### src/rtl/traffic_request_conditioner.sv
`timescale 1ns/1ps
// ---------------------------------------------------------------------------
// traffic_request_conditioner
//
// Front end for traffic_fsm. Each approach (north-south, east-west) has its
// own independent channel. A channel synchronises its raw loop sensor,
// debounces it, and latches a request until that approach has had its own
// green. The two channels never interact.
//
// Optional build macro: STUCK_DETECT_EN
//   When defined, each channel watches for a sensor that reports presence
//   for STUCK_CYCLES consecutive cycles. It then raises a sticky fault flag
//   and forces its request high, so traffic_fsm falls back to fixed-time
//   service for that approach. When the macro is not defined, the fault
//   outputs are tied low and no stuck counter exists.
//
// Ports (top):
//   clk            in   system clock, rising edge
//   rst            in   asynchronous, active-high reset
//   sensor_ns_raw  in   raw NS loop detector (asynchronous to clk)
//   sensor_ew_raw  in   raw EW loop detector (asynchronous to clk)
//   green_N        in   NS green from traffic_fsm
//   green_E        in   EW green from traffic_fsm
//   cars_ns        out  registered NS request to traffic_fsm
//   cars_ew        out  registered EW request to traffic_fsm
//   det_ns         out  debounced NS presence
//   det_ew         out  debounced EW presence
//   fault_ns       out  sticky NS stuck-sensor flag
//   fault_ew       out  sticky EW stuck-sensor flag
//   state_ns       out  NS request FSM state (debug: 0 IDLE, 1 PENDING,
//                       2 SERVING)
//   state_ew       out  EW request FSM state (debug, same encoding)
//
// Handshake: there is no valid/ready pair here. cars_x is a level. It rises
// when a debounced vehicle is seen. It stays high until that approach has
// been given green and the vehicle has left, plus a hold stretch.
// ---------------------------------------------------------------------------

// ---------------------------------------------------------------------------
// traffic_request_channel
//
// One approach: synchroniser -> debouncer -> request FSM (-> stuck
// detector).
//
// Ports:
//   clk, rst     clock and asynchronous active-high reset
//   sensor_raw   raw loop detector input
//   own_green    this approach's green from traffic_fsm
//   cars         request to traffic_fsm (registered)
//   det          debounced presence (registered)
//   fault        sticky stuck-sensor flag (0 when the feature is not built)
//   state        request FSM state, for debug
// ---------------------------------------------------------------------------
module traffic_request_channel #(
    parameter int SYNC_STAGES     = 2,
    parameter int DEBOUNCE_CYCLES = 4,
    parameter int HOLD_CYCLES     = 16,
    parameter int STUCK_CYCLES    = 200,
    parameter int CNT_W           = 8
) (
    input  logic       clk,
    input  logic       rst,
    input  logic       sensor_raw,
    input  logic       own_green,
    output logic       cars,
    output logic       det,
    output logic       fault,
    output logic [1:0] state
);

    // Elaboration-time sanity checks on the configuration.
    if (SYNC_STAGES < 2) begin : g_bad_sync
        $error("SYNC_STAGES must be at least 2");
    end
    if (DEBOUNCE_CYCLES < 1 || HOLD_CYCLES < 1 || STUCK_CYCLES < 1) begin : g_bad_cycles
        $error("DEBOUNCE_CYCLES, HOLD_CYCLES and STUCK_CYCLES must be at least 1");
    end
    if (DEBOUNCE_CYCLES >= (1 << CNT_W) || HOLD_CYCLES >= (1 << CNT_W) ||
        STUCK_CYCLES >= (1 << CNT_W)) begin : g_bad_width
        $error("CNT_W too narrow for the configured cycle counts");
    end

    localparam logic [CNT_W-1:0] DB_LAST   = CNT_W'(DEBOUNCE_CYCLES - 1);
    localparam logic [CNT_W-1:0] HOLD_LOAD = CNT_W'(HOLD_CYCLES);

    typedef enum logic [1:0] {
        IDLE    = 2'd0,
        PENDING = 2'd1,
        SERVING = 2'd2
    } req_state_t;

    // ------------------------------------------------------------------
    // Synchroniser: shift chain, oldest sample at the top bit.
    // ------------------------------------------------------------------
    logic [SYNC_STAGES-1:0] sync_q;
    logic                   sync_lvl;

    always_ff @(posedge clk or posedge rst) begin
        if (rst) begin
            sync_q <= '0;
        end else begin
            sync_q <= {sync_q[SYNC_STAGES-2:0], sensor_raw};
        end
    end

    assign sync_lvl = sync_q[SYNC_STAGES-1];

    // ------------------------------------------------------------------
    // Debouncer. The counter tracks consecutive cycles where the
    // synchronised level disagrees with the debounced level. Any agreeing
    // cycle clears it, so only a run of DEBOUNCE_CYCLES disagreeing cycles
    // flips det. The toggle happens on the edge where the count would
    // reach DEBOUNCE_CYCLES, which is why we compare against N-1.
    // ------------------------------------------------------------------
    logic [CNT_W-1:0] db_cnt_q;
    logic             det_q;

    always_ff @(posedge clk or posedge rst) begin
        if (rst) begin
            db_cnt_q <= '0;
            det_q    <= 1'b0;
        end else if (sync_lvl != det_q) begin
            if (db_cnt_q == DB_LAST) begin
                det_q    <= ~det_q;
                db_cnt_q <= '0;
            end else begin
                db_cnt_q <= db_cnt_q + 1'b1;
            end
        end else begin
            db_cnt_q <= '0;
        end
    end

    assign det = det_q;

    // ------------------------------------------------------------------
    // Request FSM. cars_q is assigned together with every state change,
    // so it is the registered decode of the next state and moves on the
    // same edge as the state.
    //
    // PENDING ignores det. Once seen, a vehicle's demand stays latched
    // until green is given, even if the sensor drops out.
    // In SERVING, the hold counter stretches the request after the
    // vehicle leaves, so a queue that briefly gaps is not cut off.
    // ------------------------------------------------------------------
    req_state_t       state_q;
    logic             cars_q;
    logic [CNT_W-1:0] hold_q;

    always_ff @(posedge clk or posedge rst) begin
        if (rst) begin
            state_q <= IDLE;
            cars_q  <= 1'b0;
            hold_q  <= '0;
        end else begin
            case (state_q)
                IDLE: begin
                    if (det_q) begin
                        state_q <= PENDING;
                        cars_q  <= 1'b1;
                    end
                end

                PENDING: begin
                    cars_q <= 1'b1;
                    if (own_green) begin
                        state_q <= SERVING;
                        hold_q  <= HOLD_LOAD;
                    end
                end

                SERVING: begin
                    // Presence reloads the stretch; absence drains it,
                    // saturating at zero.
                    if (det_q) begin
                        hold_q <= HOLD_LOAD;
                    end else if (hold_q != '0) begin
                        hold_q <= hold_q - 1'b1;
                    end

                    if (!own_green) begin
                        // Green taken away: keep asking if someone is
                        // still waiting, otherwise drop the request.
                        if (det_q) begin
                            state_q <= PENDING;
                            cars_q  <= 1'b1;
                        end else begin
                            state_q <= IDLE;
                            cars_q  <= 1'b0;
                        end
                    end else if (!det_q && hold_q == '0) begin
                        state_q <= IDLE;
                        cars_q  <= 1'b0;
                    end else begin
                        cars_q <= 1'b1;
                    end
                end

                default: begin
                    state_q <= IDLE;
                    cars_q  <= 1'b0;
                end
            endcase
        end
    end

    assign state = state_q;

`ifdef STUCK_DETECT_EN
    // ------------------------------------------------------------------
    // Stuck-sensor detector. It counts consecutive debounced-present
    // cycles, saturating at STUCK_CYCLES. The fault is set on the edge
    // where the count reaches STUCK_CYCLES and stays set until reset.
    // While faulted, the request is forced high. The FSM keeps running
    // underneath so that it is in a consistent state.
    // ------------------------------------------------------------------
    localparam logic [CNT_W-1:0] STUCK_LIM  = CNT_W'(STUCK_CYCLES);
    localparam logic [CNT_W-1:0] STUCK_LAST = CNT_W'(STUCK_CYCLES - 1);

    logic [CNT_W-1:0] stuck_q;
    logic             fault_q;

    always_ff @(posedge clk or posedge rst) begin
        if (rst) begin
            stuck_q <= '0;
            fault_q <= 1'b0;
        end else begin
            if (!det_q) begin
                stuck_q <= '0;
            end else if (stuck_q != STUCK_LIM) begin
                stuck_q <= stuck_q + 1'b1;
            end

            if (det_q && stuck_q == STUCK_LAST) begin
                fault_q <= 1'b1;
            end
        end
    end

    assign fault = fault_q;
    assign cars  = cars_q | fault_q;
`else
    assign fault = 1'b0;
    assign cars  = cars_q;
`endif

endmodule

// ---------------------------------------------------------------------------
// Top level: two identical, independent channels.
// ---------------------------------------------------------------------------
module traffic_request_conditioner #(
    parameter int SYNC_STAGES     = 2,
    parameter int DEBOUNCE_CYCLES = 4,
    parameter int HOLD_CYCLES     = 16,
    parameter int STUCK_CYCLES    = 200,
    parameter int CNT_W           = 8
) (
    input  logic       clk,
    input  logic       rst,
    input  logic       sensor_ns_raw,
    input  logic       sensor_ew_raw,
    input  logic       green_N,
    input  logic       green_E,
    output logic       cars_ns,
    output logic       cars_ew,
    output logic       det_ns,
    output logic       det_ew,
    output logic       fault_ns,
    output logic       fault_ew,
    output logic [1:0] state_ns,
    output logic [1:0] state_ew
);

    traffic_request_channel #(
        .SYNC_STAGES     (SYNC_STAGES),
        .DEBOUNCE_CYCLES (DEBOUNCE_CYCLES),
        .HOLD_CYCLES     (HOLD_CYCLES),
        .STUCK_CYCLES    (STUCK_CYCLES),
        .CNT_W           (CNT_W)
    ) u_ns (
        .clk        (clk),
        .rst        (rst),
        .sensor_raw (sensor_ns_raw),
        .own_green  (green_N),
        .cars       (cars_ns),
        .det        (det_ns),
        .fault      (fault_ns),
        .state      (state_ns)
    );

    traffic_request_channel #(
        .SYNC_STAGES     (SYNC_STAGES),
        .DEBOUNCE_CYCLES (DEBOUNCE_CYCLES),
        .HOLD_CYCLES     (HOLD_CYCLES),
        .STUCK_CYCLES    (STUCK_CYCLES),
        .CNT_W           (CNT_W)
    ) u_ew (
        .clk        (clk),
        .rst        (rst),
        .sensor_raw (sensor_ew_raw),
        .own_green  (green_E),
        .cars       (cars_ew),
        .det        (det_ew),
        .fault      (fault_ew),
        .state      (state_ew)
    );

endmodule
### config.mk
export PLATFORM = sky130hd
export DESIGN_NAME = traffic_request_conditioner
export DESIGN_NICKNAME = d
export VERILOG_FILES = /design/src/rtl/traffic_request_conditioner.sv
export SDC_FILE = /design/constraint.sdc
export NUM_CORES = 1
export LEC_CHECK = 0
export BUFFER_PORTS_ARGS = -buffer_cell sky130_fd_sc_hd__buf_2
export CORE_MARGIN = 1.5
export CORE_UTILIZATION = 45
export DETAILED_ROUTE_END_ITERATION = 8
export GPL_TIMING_DRIVEN = 0
export HOLD_SLACK_MARGIN = 0.03
export PLACE_DENSITY = 0.58
export SETUP_SLACK_MARGIN = 0.2
export SLEW_MARGIN = 15
export SYNTH_ARGS = -nofsm -noshare
export SYNTH_HDL_FRONTEND = slang
export SYNTH_SLANG_ARGS = --single-unit
### constraint.sdc
create_clock -name clk -period 2.28 [get_ports clk]
set_input_delay 0.228 -clock clk [delete_from_list [all_inputs] [get_ports clk]]
set_output_delay 0.228 -clock clk [all_outputs]
set_load 0.005 [all_outputs]
==> impl_metrics.csv <==
group,metric,value,unit
detailed_routing,wl_per_cell,12.3,microns
synthesis,synth_edf_count,0,
synthesis,netlist_area,0.00233,sq mm
layout,diodes,0,
worst_setup_path,worstPathArrival,2150,ps
layout,layout.cells.non_filler,327,
detailed_routing,totalWireLength,4020,microns
timing,drv_slew,0,
placed_design,place_congestion,0.775,
synthesis,yosysTopAreaCellShare,47.2,%
grt,grtUsageTotal,16.6,%
worst_setup_path,r2r_cells,4,
clock_tree,path_clk_slew,80,ps
timing,finClkSkew,3.06,ps
synthesis,yosysTopAreaCell,"dfrtp_1",
run,maxCapViolations,0,
hold_path,hold_depth,3,
power,power_switching_share,40.4,%
worst_setup_path,crit_start,"u_ns.db_cnt_q[0]$_DFF_PP0_",
worst_setup_path,r2r_start,"u_ns.db_cnt_q[0]$_DFF_PP0_",
placed_design,hpwlAfterDp,2820,microns
layout,seqCellArea,0.00110,sq mm
grt,grt_pass1_wl,7070,microns
timing,fin_setup_tns,0,ps
power,seqPwrFrac,39.1,%
detailed_routing,vias,1667,
synthesis,syn_avg_cell_area,10.1,sq um
clock_tree,cts_buffers,5,
timing,slew_headroom,58.8,%
synthesis,synthCells,231,
detailed_routing,top_layer,"met4",
synthesis,synth-seq-cells,44,
floorplan,die_h,75.0,microns
clock_tree,h-tree-depth,2,
timing,setup_viol,0,
detailed_routing,antenna_left,0,
layout,multi_input_area,0.00119,sq mm
power,p_per_area,1170,mW/mm^2
layout,fill_cells,467,
hold_path,hp-start,"green_E",
worst_setup_path,start_kind,"flop",
worst_setup_path,cp-end-kind,"flop",
floorplan,fp-row-count,26,
layout,utilization,52.9,%
timing,worst_pin_slew,612,ps
synthesis,ys_types,45,
synthesis,yosysSeqAreaShare,47.2,%
layout,drive_above_1_share,16.7,%
placed_design,post-place-cells,316,
timing,min_period,1960,ps
power,power.share.clock,16.3,%
power,p_int,1.85,mW
grt,antenna_found_initial,0,
hold_path,hold_class,"input pin to flop",
detailed_routing,wl_met2,1770,microns
detailed_routing,drc,0,
power,switching_power,1.26,mW
detailed_routing,wl_met3,120,microns
clock_tree,cts_tree,"yes",
placed_design,io_buffer_count,13,
synthesis,synth_area_leaders,"dfrtp_1 (47%), ha_1 (7.5%), xor2_1 (5.3%)",
clock_tree,clockBufferDepth,2,
power,power_frac_comb,44.6,%
worst_setup_path,path_max_fanout,5,
floorplan,dieArea,0.00563,sq mm
synthesis,ys.flop_type,"dfrtp_1",
power,total_power,3.11,mW
layout,syn_to_final_growth,14.1,%
floorplan,die_x,75.0,microns
clock_tree,root_buffer,"clkbuf_8",
synthesis,async_flop_share,100,%
worst_setup_path,criticalPathCategory,"flop to flop",
clock_tree,cts.sink_count,44,
layout,final_nets,276,
grt,grt_max_degree,36,
floorplan,start_util,46.3,%
synthesis,ys_warn_count,0,
detailed_routing,drt-met1-wl,2070,microns
status,status,"complete, no violations",
timing,max_freq,510,MHz
detailed_routing,viasPerCell,5.10,
power,irDropWorstVdd,0.768,mV
floorplan,design.core.area,0.00504,sq mm
timing,rsz0062_at_grt,"no",
worst_setup_path,critical_path_required,2470,ps
timing,min_period_over_period,86.0,%
detailed_routing,dr.pass1.iters,4,
power,leakagePower,1.25,nW
timing,finalHoldViolations,0,
timing,hold_slack,249,ps
grt,grt-ovfl-total,0,
floorplan,io_pins,16,
grt,grt_pass1_vias,1592,
worst_setup_path,r2r_slack,320,ps
clock_tree,clock_latency,300,ps
detailed_routing,drtIter0Drc,89,
synth_stat cells (2+ instances only):
cell type and instances:
a21o_1 2, xor2_1 14, o311ai_0 2, a21oi_1 5, or4b_1 2, nand2_1 18
a41oi_1 2, nor3_1 4, nand3_1 16, nor4_1 2, o31ai_1 3, mux2_2 4
or4_4 2, xnor2_1 3, and2_1 2, and3_1 4, o21ai_0 9, nor2_1 19
nor3b_1 3, ha_1 14, inv_1 15, buf_4 2, mux2_4 2, a31oi_1 7
and3_2 2, nand2b_1 4, o21a_1 3, a211oi_1 2, dfrtp_1 44, nor2b_1 4
nand4_1 2
final timing paths:
path	to
worst max-delay path	u_ns.det$_DFFE_PP0P_
worst min-delay path	u_ew.state[1]$_DFFE_PP0P_
worst max register to register	u_ns.det$_DFFE_PP0P_
worst min register to register	u_ns.sync_q[1]$_DFF_PP0_
max in group asynchronous	u_ns.det$_DFFE_PP0P_
min in group asynchronous	u_ew.sync_q[0]$_DFF_PP0_
registers in the layout, summed over array words and instances (netlist names), 2 cells and up:
register       cells
u_ew.db_cnt_q      8
u_ew.hold_q        8
u_ns.db_cnt_q      8
u_ns.hold_q        8
u_ew.state         2
u_ew.sync_q        2
u_ns.state         2
u_ns.sync_q        2
layout make-up:
class | count | share of cell area (%)
Buffer | 4 | 0.892
Multi-Input combinational cell | 169 | 44.6
Clock inverter | 2 | 0.376
Sequential cell | 44 | 41.3
Clock buffer | 6 | 3.10
Timing Repair Buffer | 17 | 4.32
Inverter | 15 | 2.11
Tap cell | 70 | 3.29
power groups by stage:
stage / combinational [mW] / clock [mW] / sequential [mW]
after floorplan: 1.05 / 0 / 1.18
after global placement: 1.34 / 0 / 1.22
after detailed placement: 1.36 / 0 / 1.22
after CTS: 1.36 / 0.530 / 1.20
after global routing: 1.59 / 0.563 / 1.26
final: 1.38 / 0.507 / 1.21
per-stage QoR:
step	worst slack, ps	area [sq um]
after floorplan	410	2340
after global placement	272	2490
after detailed placement	289	2510
after CTS	254	2630
after global routing	206	2670
final	319	2670
layout by cell type, fill, tap and decap left out, types with 2 or more instances in the layout:
cell / count
o21ai_0: 9
a211oi_1: 2
buf_4: 2
or4_4: 2
nor2b_1: 4
conb_1: 2
o21a_1: 3
a31oi_1: 7
inv_1: 14
and2_1: 2
nand2b_1: 4
or4b_1: 2
nand3_1: 15
nor3b_1: 3
and3_1: 4
xor2_1: 14
nand4_1: 2
nand2_1: 17
o31ai_1: 3
nor3_1: 4
dlygate4sd3_1: 3
mux2_4: 2
ha_1: 13
nor2_1: 19
a21o_1: 2
clkinv_2: 2
a41oi_1: 2
xnor2_1: 3
clkbuf_8: 6
buf_2: 13
dfrtp_1: 44
o311ai_0: 2
mux2_2: 4
and3_2: 2
a21oi_1: 5
kinds of logic after synthesis:
group	Yosys count	synth area share, %
DFF	44	47.2
muxes	7	3.64
xor gates and xnor gates	17	6.38
other	1	0.161
AOI/OAI and AO/OA	40	11.5
buffers and inverters	19	3.43
and+or+nand+nor	89	20.3
adders and majority gates	14	7.50
critical path, stage by stage (launching register included):
cell and delay, ps:
dfrtp_1 400, ha_1 240, or4b_1 440, or4_4 460
mux2_4 310
metal layers:
metal,global-route usage (%),up-vias
li1,-,864
met1,22.6,779
met2,25.5,19
met3,4.82,5
met4,5.45,0
met5,0,-
timing repair:
item,in CTS,in global routing
setup endpoints to repair,0,8
gates resized for setup,0,6
setup buffers,0,0
hold buffers,3,0
endpoints found under the hold margin,11,0
Note: power is estimated with default switching activity, not from simulation.
